--- config.mk ---
export PLATFORM = sky130hd
export DESIGN_NAME = warp_instr_buffer_flat
export DESIGN_NICKNAME = d
export VERILOG_FILES = /design/src/rtl/warp_instr_buffer_if.sv /design/src/rtl/warp_instr_buffer.sv /design/src/flat_wrapper.sv
export SDC_FILE = /design/constraint.sdc
export NUM_CORES = 2
export LEC_CHECK = 0
export CAP_MARGIN = 5
export CORE_AREA = 2 2 405 407
export DETAILED_ROUTE_END_ITERATION = 8
export DIE_AREA = 0 0 407 409
export PLACE_DENSITY = 0.7
export SYNTH_ARGS = -nofsm -noshare
export SYNTH_HDL_FRONTEND = slang
export SYNTH_SLANG_ARGS = --single-unit
--- constraint.sdc ---
create_clock -name clk_i -period 10.4 [get_ports clk_i]
set_clock_uncertainty 0.05 [all_clocks]
set_input_delay 2.08 -clock clk_i [delete_from_list [all_inputs] [get_ports clk_i]]
set_output_delay 2.08 -clock clk_i [all_outputs]
set_load 0.03 [all_outputs]
--- src/rtl/warp_instr_buffer_if.sv ---
// Fetch/decode/dispatch/retire bundle between the warp instruction buffer and its neighbours.
// The buffer side uses the slave modport; the surrounding front end uses master.
interface warp_instr_buffer_if #(
    parameter int NumWarps   = 8,
    parameter int InstrWidth = 64
);
    localparam int WidWidth = (NumWarps > 1) ? $clog2(NumWarps) : 1;

    logic                                 fe_fetch_i;
    logic [WidWidth-1:0]                  fe_warp_id_i;
    logic                                 dec_valid_i;
    logic                                 dec_write_i;
    logic [WidWidth-1:0]                  dec_warp_id_i;
    logic [InstrWidth-1:0]                dec_instr_i;
    logic [NumWarps-1:0]                  ib_space_available_o;
    logic [NumWarps-1:0]                  ib_all_instr_finished_o;
    logic [NumWarps-1:0]                  ib_valid_o;
    logic [NumWarps-1:0][InstrWidth-1:0]  ib_instr_o;
    logic [NumWarps-1:0]                  disp_pop_i;
    logic                                 retire_i;
    logic [WidWidth-1:0]                  retire_warp_id_i;

    modport slave (
        input  fe_fetch_i, fe_warp_id_i, dec_valid_i, dec_write_i, dec_warp_id_i,
               dec_instr_i, disp_pop_i, retire_i, retire_warp_id_i,
        output ib_space_available_o, ib_all_instr_finished_o, ib_valid_o, ib_instr_o
    );

    modport master (
        output fe_fetch_i, fe_warp_id_i, dec_valid_i, dec_write_i, dec_warp_id_i,
               dec_instr_i, disp_pop_i, retire_i, retire_warp_id_i,
        input  ib_space_available_o, ib_all_instr_finished_o, ib_valid_o, ib_instr_o
    );
endinterface

--- src/rtl/warp_instr_buffer.sv ---
// Per-warp instruction buffer: slot reservation at fetch, decoded-instruction FIFO,
// head presentation for dispatch and dispatched-but-unretired tracking.
module warp_ib_lane #(
    parameter int Lane        = 0,
    parameter int Depth       = 4,
    parameter int MaxInflight = 7,
    parameter int InstrWidth  = 64
) (
    input  logic                  clk_i,
    input  logic                  rst_ni,
    input  logic                  fetch_i,
    input  logic                  dec_valid_i,
    input  logic                  dec_write_i,
    input  logic [InstrWidth-1:0] dec_instr_i,
    input  logic                  pop_i,
    input  logic                  retire_i,
    output logic                  space_o,
    output logic                  finished_o,
    output logic                  valid_o,
    output logic [InstrWidth-1:0] instr_o
);
    localparam int PtrW = $clog2(Depth);
    localparam int OccW = $clog2(Depth + 1);
    localparam int InfW = $clog2(MaxInflight + 1);

    logic [PtrW-1:0]       rd_ptr_q, rd_ptr_d, wr_ptr_q, wr_ptr_d;
    logic [OccW-1:0]       reserved_q, reserved_d, occ_q, occ_d;
    logic [InfW-1:0]       inflight_q, inflight_d;
    logic [InstrWidth-1:0] mem_q [Depth];
    logic                  push, pop_ok;

    assign push   = dec_valid_i & dec_write_i;
    // Pop is gated by registered state only, so a same-cycle retire cannot unblock it.
    assign pop_ok = pop_i & valid_o;

    assign space_o    = ({1'b0, occ_q} + {1'b0, reserved_q}) < (OccW+1)'(Depth);
    assign valid_o    = (occ_q != '0) && (inflight_q < InfW'(MaxInflight));
    assign finished_o = (reserved_q == '0) && (occ_q == '0) && (inflight_q == '0);
    assign instr_o    = mem_q[rd_ptr_q];

    always_comb begin
        reserved_d = reserved_q + OccW'(fetch_i) - OccW'(dec_valid_i);
        occ_d      = occ_q + OccW'(push) - OccW'(pop_ok);
        inflight_d = inflight_q + InfW'(pop_ok) - InfW'(retire_i);
        wr_ptr_d   = wr_ptr_q + PtrW'(push);
        rd_ptr_d   = rd_ptr_q + PtrW'(pop_ok);
    end

    always_ff @(posedge clk_i or negedge rst_ni) begin
        if (!rst_ni) begin
            reserved_q <= '0;
            occ_q      <= '0;
            inflight_q <= '0;
            wr_ptr_q   <= '0;
            rd_ptr_q   <= '0;
        end else begin
            reserved_q <= reserved_d;
            occ_q      <= occ_d;
            inflight_q <= inflight_d;
            wr_ptr_q   <= wr_ptr_d;
            rd_ptr_q   <= rd_ptr_d;
        end
    end

    // Payload storage carries no reset; occ gates every read.
    always_ff @(posedge clk_i) begin
        if (push) mem_q[wr_ptr_q] <= dec_instr_i;
    end

`ifndef SYNTHESIS
    always_ff @(posedge clk_i) begin
        if (rst_ni) begin
            if (dec_valid_i && reserved_q == '0)
                $error("warp %0d: decode with no reservation", Lane);
            if (fetch_i && !space_o)
                $error("warp %0d: fetch with buffer fully committed", Lane);
            if (retire_i && inflight_q == '0)
                $error("warp %0d: retire with nothing in flight", Lane);
            if (push && occ_q == OccW'(Depth))
                $error("warp %0d: push into full FIFO", Lane);
        end
    end
`endif
endmodule

module warp_instr_buffer #(
    parameter int NumWarps    = 8,
    parameter int Depth       = 4,
    parameter int MaxInflight = 7,
    parameter int InstrWidth  = 64
) (
    input  logic                 clk_i,
    input  logic                 rst_ni,
    warp_instr_buffer_if.slave   ib_if
);
    localparam int WidWidth = (NumWarps > 1) ? $clog2(NumWarps) : 1;

    logic [NumWarps-1:0]                 space_w, finished_w, valid_w;
    logic [NumWarps-1:0][InstrWidth-1:0] instr_w;

    for (genvar w = 0; w < NumWarps; w++) begin : g_lane
        warp_ib_lane #(
            .Lane        (w),
            .Depth       (Depth),
            .MaxInflight (MaxInflight),
            .InstrWidth  (InstrWidth)
        ) u_lane (
            .clk_i       (clk_i),
            .rst_ni      (rst_ni),
            .fetch_i     (ib_if.fe_fetch_i  && (ib_if.fe_warp_id_i     == WidWidth'(w))),
            .dec_valid_i (ib_if.dec_valid_i && (ib_if.dec_warp_id_i    == WidWidth'(w))),
            .dec_write_i (ib_if.dec_write_i),
            .dec_instr_i (ib_if.dec_instr_i),
            .pop_i       (ib_if.disp_pop_i[w]),
            .retire_i    (ib_if.retire_i    && (ib_if.retire_warp_id_i == WidWidth'(w))),
            .space_o     (space_w[w]),
            .finished_o  (finished_w[w]),
            .valid_o     (valid_w[w]),
            .instr_o     (instr_w[w])
        );
    end

    assign ib_if.ib_space_available_o    = space_w;
    assign ib_if.ib_all_instr_finished_o = finished_w;
    assign ib_if.ib_valid_o              = valid_w;
    assign ib_if.ib_instr_o              = instr_w;
endmodule

--- src/flat_wrapper.sv ---
// flat-port wrapper written by rule: the top's interface ports become plain ports
module warp_instr_buffer_flat 
#(
    parameter int NumWarps    = 8,
    parameter int Depth       = 4,
    parameter int MaxInflight = 7,
    parameter int InstrWidth  = 64
)
  (clk_i, rst_ni, ib_if_fe_fetch_i, ib_if_fe_warp_id_i, ib_if_dec_valid_i, ib_if_dec_write_i, ib_if_dec_warp_id_i, ib_if_dec_instr_i, ib_if_disp_pop_i, ib_if_retire_i, ib_if_retire_warp_id_i, ib_if_ib_space_available_o, ib_if_ib_all_instr_finished_o, ib_if_ib_valid_o, ib_if_ib_instr_o);
  warp_instr_buffer_if #(.NumWarps(NumWarps), .InstrWidth(InstrWidth)) ib_if_i ();
  input  logic clk_i;
  input  logic rst_ni;
  input wire logic [$bits(ib_if_i.fe_fetch_i)-1:0] ib_if_fe_fetch_i;
  input wire logic [$bits(ib_if_i.fe_warp_id_i)-1:0] ib_if_fe_warp_id_i;
  input wire logic [$bits(ib_if_i.dec_valid_i)-1:0] ib_if_dec_valid_i;
  input wire logic [$bits(ib_if_i.dec_write_i)-1:0] ib_if_dec_write_i;
  input wire logic [$bits(ib_if_i.dec_warp_id_i)-1:0] ib_if_dec_warp_id_i;
  input wire logic [$bits(ib_if_i.dec_instr_i)-1:0] ib_if_dec_instr_i;
  input wire logic [$bits(ib_if_i.disp_pop_i)-1:0] ib_if_disp_pop_i;
  input wire logic [$bits(ib_if_i.retire_i)-1:0] ib_if_retire_i;
  input wire logic [$bits(ib_if_i.retire_warp_id_i)-1:0] ib_if_retire_warp_id_i;
  output wire logic [$bits(ib_if_i.ib_space_available_o)-1:0] ib_if_ib_space_available_o;
  output wire logic [$bits(ib_if_i.ib_all_instr_finished_o)-1:0] ib_if_ib_all_instr_finished_o;
  output wire logic [$bits(ib_if_i.ib_valid_o)-1:0] ib_if_ib_valid_o;
  output wire logic [$bits(ib_if_i.ib_instr_o)-1:0] ib_if_ib_instr_o;
  assign ib_if_i.fe_fetch_i = ib_if_fe_fetch_i;
  assign ib_if_i.fe_warp_id_i = ib_if_fe_warp_id_i;
  assign ib_if_i.dec_valid_i = ib_if_dec_valid_i;
  assign ib_if_i.dec_write_i = ib_if_dec_write_i;
  assign ib_if_i.dec_warp_id_i = ib_if_dec_warp_id_i;
  assign ib_if_i.dec_instr_i = ib_if_dec_instr_i;
  assign ib_if_i.disp_pop_i = ib_if_disp_pop_i;
  assign ib_if_i.retire_i = ib_if_retire_i;
  assign ib_if_i.retire_warp_id_i = ib_if_retire_warp_id_i;
  assign ib_if_ib_space_available_o = ib_if_i.ib_space_available_o;
  assign ib_if_ib_all_instr_finished_o = ib_if_i.ib_all_instr_finished_o;
  assign ib_if_ib_valid_o = ib_if_i.ib_valid_o;
  assign ib_if_ib_instr_o = ib_if_i.ib_instr_o;
  warp_instr_buffer #(.NumWarps(NumWarps), .Depth(Depth), .MaxInflight(MaxInflight), .InstrWidth(InstrWidth)) u_core (.clk_i(clk_i), .rst_ni(rst_ni), .ib_if(ib_if_i));
endmodule
### After elaboration in Yosys (flattened, before gate mapping)

Memory sizes are Yosys's and may differ from the RTL's.
Index checks and enable logic that the tools add are counted.

| cells by class | value |
|---|---|
| add/sub/neg operators | 72 |
| order comparisons | 16 |
| eq/ne operators | 21 |
| reduce and logical (&&, ||, !) cells | 83 |
| muxes and demuxes | 16 |
| bitwise gates (word level) | 16 |

Operators by type and width:

| cell | number |
|---|---|
| 3-bit logical NOT | 27 |
| 3-bit by 1-bit adder with 3-bit output | 24 |
| 3-bit by 1-bit subtractor with 3-bit output | 24 |
| 1-bit logical AND | 48 |
| 3-bit == test (second input constant) | 12 |
| 2-bit by 1-bit adder with 2-bit output | 16 |
| 3-bit by 3-bit adder with 4-bit output | 8 |
| 4-bit by 3-bit < comparator with 1-bit output (second input constant) | 8 |
| 3-bit < comparator (second input constant) | 8 |
| 3-bit nonzero test | 8 |
| 3-bit by 2-bit == test with 1-bit output (second input constant) | 6 |
| 1-bit bitwise AND | 16 |
| 1-bit 2-to-1 mux | 16 |
| 3-bit by 1-bit == test with 1-bit output (second input constant) | 3 |

| storage, ports and cells | value |
|---|---|
| input bits | 87 |
| RAM bits | 2048 |
| register bits | 104 |
| memories | 8 |
| output and inout bits | 536 |
| logic and storage cells | 272 |

Memories:

| name | words | bits a word | read ports | clocked after memory_dff | write ports | line | RTL |
|---|---|---|---|---|---|---|---|
| u_core.g_lane[0].u_lane.mem_q | 4 | 64 | 1 | 0 | 1 | warp_instr_buffer.sv:29 | `logic [InstrWidth-1:0] mem_q [Depth];` |
| u_core.g_lane[1].u_lane.mem_q | 4 | 64 | 1 | 0 | 1 | warp_instr_buffer.sv:29 |  |
| u_core.g_lane[2].u_lane.mem_q | 4 | 64 | 1 | 0 | 1 | warp_instr_buffer.sv:29 |  |
| u_core.g_lane[3].u_lane.mem_q | 4 | 64 | 1 | 0 | 1 | warp_instr_buffer.sv:29 |  |
| u_core.g_lane[4].u_lane.mem_q | 4 | 64 | 1 | 0 | 1 | warp_instr_buffer.sv:29 |  |
| u_core.g_lane[5].u_lane.mem_q | 4 | 64 | 1 | 0 | 1 | warp_instr_buffer.sv:29 |  |
| 2 more memories | - | - | - | - | - | - |  |

### Depth between registers and ports, before layout

| logic depth | value |
|---|---|
| depth in word-level cells | 5 |
| depth in mapped cells | 10 |
| depth with buffers taken out | 10 |

### Modules after synthesis

A second synthesis with hierarchy kept.

| unflattened totals | value |
|---|---|
| cell total of the unflattened synthesis | 3191 |
| area total of the unflattened synthesis | 80484.7 um^2 |

By module, submodules not included:

| module | times used | area each (um^2) | cells each |
|---|---|---|---|
| warp_ib_lane at u_core.g_lane[0].u_lane ... | 7 | 10024.6 | 396 |
| warp_ib_lane at u_core.g_lane[3].u_lane | 1 | 10023.4 | 395 |
| warp_instr_buffer | 1 | 289.0 | 24 |

### Worst setup path before layout

Ideal clock, no wire load.

| timing | value |
|---|---|
| path kind | in2reg |
| from | input port ib_if_dec_warp_id_i[2] |
| to | memory u_core.g_lane[1].u_lane.mem_q[2][0] (enable) |
| path buffers | 1 |
| setup time | 0.666 ns |
| slack | 0.624 ns |
| cell stages on the path | 3 |
| required time | 9.684 ns |
| data arrival time | 9.060 ns |
| cells stage by stage | nand3b_1 -> buf_2 -> nor4b_1 |

| on the way | value |
|---|---|
| word-level cells in the longest chain between the ends | 5 |

RTL lines:

| item | line | RTL |
|---|---|---|
| start: declaration | flat_wrapper.sv:17 | `input wire logic [$bits(ib_if_i.dec_warp_id_i)-1:0] ib_if_dec_warp_id_i;` |
| 3-bit by 1-bit == test with 1-bit output | warp_instr_buffer.sv:111 | `.dec_valid_i (ib_if.dec_valid_i && (ib_if.dec_warp_id_i == WidWidth'(w))),` |
| 1-bit logical AND | warp_instr_buffer.sv:111 |  |
| 1-bit bitwise AND | warp_instr_buffer.sv:32 | `assign push = dec_valid_i & dec_write_i;` |
| 1-bit 2-to-1 mux | warp_instr_buffer.sv:67 | `if (push) mem_q[wr_ptr_q] <= dec_instr_i;` |
| 1-bit 2-to-1 mux (implied by the code) | warp_instr_buffer.sv:67 |  |
| end: declaration | warp_instr_buffer.sv:29 |  |

No other way between the ends.

### Worst setup path after layout

| timing | value |
|---|---|
| from | register u_core.g_lane[3].u_lane.rd_ptr_q[0] |
| to | output port ib_if_ib_instr_o[193] |

| on the way | value |
|---|---|
| word-level cells in the longest chain between the ends | 1 |

RTL lines:

| item | line | RTL |
|---|---|---|
| start: declaration | warp_instr_buffer.sv:26 | `logic [PtrW-1:0] rd_ptr_q, rd_ptr_d, wr_ptr_q, wr_ptr_d;` |
| start signal: assignment | warp_instr_buffer.sv:61 | `rd_ptr_q <= rd_ptr_d;` |
| memory 4 x 64 bit | - |  |
| end: declaration | flat_wrapper.sv:25 | `output wire logic [$bits(ib_if_i.ib_instr_o)-1:0] ib_if_ib_instr_o;` |

No other way between the ends.

==> run_results.csv <==
group,metric,value,unit
global_route,top_usage_layer,"met2",
synth,synth_area_per_cell,24.9,um2
floorplan,start_util,49.8,%
floorplan,core,162000,um2
timing,slew_violations,0,
setup_path,path_cells,"buf_4, mux4_1, clkdlybuf4s50_1",
synth,synth-simple-area-share,1.17,%
setup_path,path_delay_family,"buffers and inverters",
clocking,htreeDepth,4,
power_and_ir_drop,p_total,0.0269,W
global_route,grt_antenna_before_repair,6,
final_layout,finalNetCount,4258,
synth,muxShareOfSynthArea,14.4,%
power_and_ir_drop,switching_power,0.00914,W
synth,synthesis.nets,3441,
synth,synthesis.area,80700,um2
synth,synthCells,3242,
floorplan,die_h,409,um
placement,gp_congestion,0.776,
route,wire_per_inst,32.0,um
synth,synthAdderAreaFrac,1.96,%
final_layout,fill_cells,11400,
route,vias_per_cell,5.85,
synth,synth_xor_area_share,0.608,%
worst_hold_path,hold_class,"reg2reg",
final_layout,syn2layout_area_growth,18.8,%
timing,worst_pin_slew,1350,ps
synth,synth_area_leaders,"edfxtp_1 76%, mux4_2 13%, dfrtp_1 3.2%",
setup_path,start_kind,"flop",
global_route,grt_pass1_wl,285,mm
clocking,cts-resized-gates,0,
setup_path,critPathMaxFanout,36,
synth,ys_seq_area_share,79.4,%
clocking,tritoncts,"yes",
route,wirelength,206,mm
clocking,cts_hold_buf,0,
power_and_ir_drop,leakagePower,31.1,nW
power_and_ir_drop,clkPwrFrac,26.7,%
global_route,grt_max_degree,73,
synth,synthArstFlopShare,4.83,%
global_route,grt_usage,24.7,%
route,post-route-drc-count,0,
timing,finalHoldViolCount,0,
global_route,use_met3,7.62,%
clocking,clk_latency,840,ps
synth,yosysWarnings,0,
setup_path,endpoint_kind,"primary output",
final_layout,layout-drive-gt1-share,22.4,%
flow_run,cap_violations,0,
run_status,status,"complete, no violations",
setup_path,path_class,"reg2out",
clocking,cts_root_buffer,"clkbuf_16",
placement,io_buffers,622,
floorplan,num_rows,148,
route,ant_nets,0,
power_and_ir_drop,combPwrFrac,33.4,%
power_and_ir_drop,irDropWorstVdd,0.217,mV
timing,max_clock_freq,160,MHz
floorplan,ios,623,
synth,synth-edff-count,2048,
clocking,clockBufferDepth,3,
synth,ys_ff_latch,2152,
timing,relSlewSlack,10.0,%
synth,synth_top_cell_by_area,"edfxtp_1",
power_and_ir_drop,power_frac_seq,39.8,%
setup_path,critPathMaxStageDelay,900,ps
global_route,grt_pass1_vias,37800,
timing,finalCriticalPeriod,6270,ps
timing,rsz0062_at_grt,"false",
synth,yosysMostFrequentCell,"edfxtp_1",
clocking,clk_pin_slew,60,ps
global_route,met1_usage,33.7,%
timing,final.setup.tns,0,ps
floorplan,die_area,166000,um2
setup_path,cp.required,8270,ps
floorplan,fp.dieW,407,um
timing,min_period_over_period,60.3,%
synth,synth.distinct_cells,26,
power_and_ir_drop,sw_frac_of_total,34.0,%
synth,yosysTopAreaCellShare,76.2,%
route,dr_total_vias,37500,
setup_path,arrival,4140,ps
clocking,cts_setup_buffers,0,
placement,placed_cell_area,89300,um2
clocking,cts.sinks,2152,
synth,synth-main-ff-cell,"edfxtp_1",
synth,synth_compound_area_share,0.0496,%
clocking,cts_inserted_buffers,210,
power_and_ir_drop,p_per_area,280,nW/um2
synth,synth_top_family_by_area,"multiplexers",
setup_path,slowest_stage,"dfrtp_4",
global_route,use_met2,38.5,%
placement,dp_hpwl,125,mm
setup_path,timing.critical_path.buf_inv,2,
route,drt_iter0_drc,4188,
global_route,grt-ovfl-total,0,
synth,synthTopCellsByCount,"2048 x edfxtp_1, 480 x mux4_2, 104 x dfrtp_1",
final_layout,fin_area,95900,um2
route,dr.pass1.iters,7,
timing,setup_viol_count_final,0,
power_and_ir_drop,p_int,0.0177,W
==> state kept, by name, summed over array words and instances (netlist names) <==
name	count
u_core.g_lane.u_lane.occ_q	24
u_core.g_lane.u_lane.reserved_q	24
u_core.g_lane.u_lane.rd_ptr_q	16
u_core.g_lane.u_lane.mem_q	2048
u_core.g_lane.u_lane.wr_ptr_q	16
u_core.g_lane.u_lane.inflight_q	24
==> per-layer routing <==
metal	vias to the layer above	share of wire, %
li1	15300	-
met1	20200	39
met2	1768	48
met3	250	10
met4	0	3.1
met5	-	0
==> layout by cell type (no fill, tap or decap), drive strengths merged <==
master / instances
clkinv: 93
clkinvlp: 9
ha: 88
clkdlybuf4s50: 619
mux4: 512
nor2: 36
buf: 130
xnor2: 28
inv: 97
nand3b: 9
nor3: 20
bufinv: 9
nand2: 22
nor4: 32
or2: 9
a21oi: 8
edfxtp: 2048
nor4b: 8
and3: 16
nand2b: 9
xor2: 28
clkbuf: 269
dfrtp: 104
nand3: 1
and3b: 8
fa: 24
diode: 4
==> final cells by class <==
type                       count  area (um2)  share of cell area [%]
inverter                      88         330                   0.345
clock inverter               120         988                    1.03
clock buffer                 269        5530                    5.77
antenna                        4        10.0                  0.0104
timing repair buffer         749        7230                    7.54
sequential                  2152       64200                    66.9
tap                         2175        2720                    2.84
multi-input combinational    858       14900                    15.5
==> power by group through the flow <==
stage | combinational, W | clock (W) | sequential, W
6_report | 0.00899 | 0.00718 | 0.0107
5_1_grt | 0.00938 | 0.00765 | 0.0108
4_1_cts | 0.00908 | 0.00732 | 0.0107
3_5_place_dp | 0.00905 | 0 | 0.0109
3_3_place_gp | 0.00897 | 0 | 0.0109
2_1_floorplan | 0.00629 | 0 | 0.0102
==> metrics by stage <==
stage,hold WS (ps),instances,utilization (%),setup WS (ps)
after global placement,443,6019,55.1,4990
after detailed placement,447,6019,55.1,4950
final,462,6415,59.2,4130
after CTS,461,6408,59.1,4020
after global routing,483,6411,59.2,3920
after floorplan,421,3242,-,624
==> worst reg2reg max path, cell delays in order (launching register included) <==
cell and delay [ps]:
dfrtp_1 420, nor3_1 450, and3b_1 360, ha_1 330
inv_1 40, ha_1 210, fa_1 400, xnor2_1 170
xnor2_1 140
==> kinds of logic (layout without fill, tap and decap cells) <==
family          after synthesis  after routing
buf+inv                     232           1226
simple gates                170            170
flops                      2152           2152
mux                         512            512
other cells                   0              4
fa+ha+maj                   112            112
xor+xnor                     56             56
compound gates                8              8
==> worst paths after layout <==
| kind | endpoint | depth (start not counted) | startpoint | slack, ps |
|---|---|---|---|---|
| min in group asynchronous | u_core.g_lane[0].u_lane.inflight_q[2] | 1 | rst_ni | 1120 |
| min reg2reg | u_core.g_lane[4].u_lane.occ_q[2] | 1 | u_core.g_lane[4].u_lane.occ_q[2] | 460 |
| min | u_core.g_lane[4].u_lane.occ_q[2] | 1 | u_core.g_lane[4].u_lane.occ_q[2] | 460 |
| max reg2reg | u_core.g_lane[5].u_lane.occ_q[2] | 8 | u_core.g_lane[5].u_lane.occ_q[1] | 7740 |
| max | ib_if_ib_instr_o[193] | 3 | u_core.g_lane[3].u_lane.rd_ptr_q[0] | 4130 |
| max in group asynchronous | u_core.g_lane[6].u_lane.rd_ptr_q[1] | 2 | rst_ni | 7690 |
(Power assumes the default switching activity.)
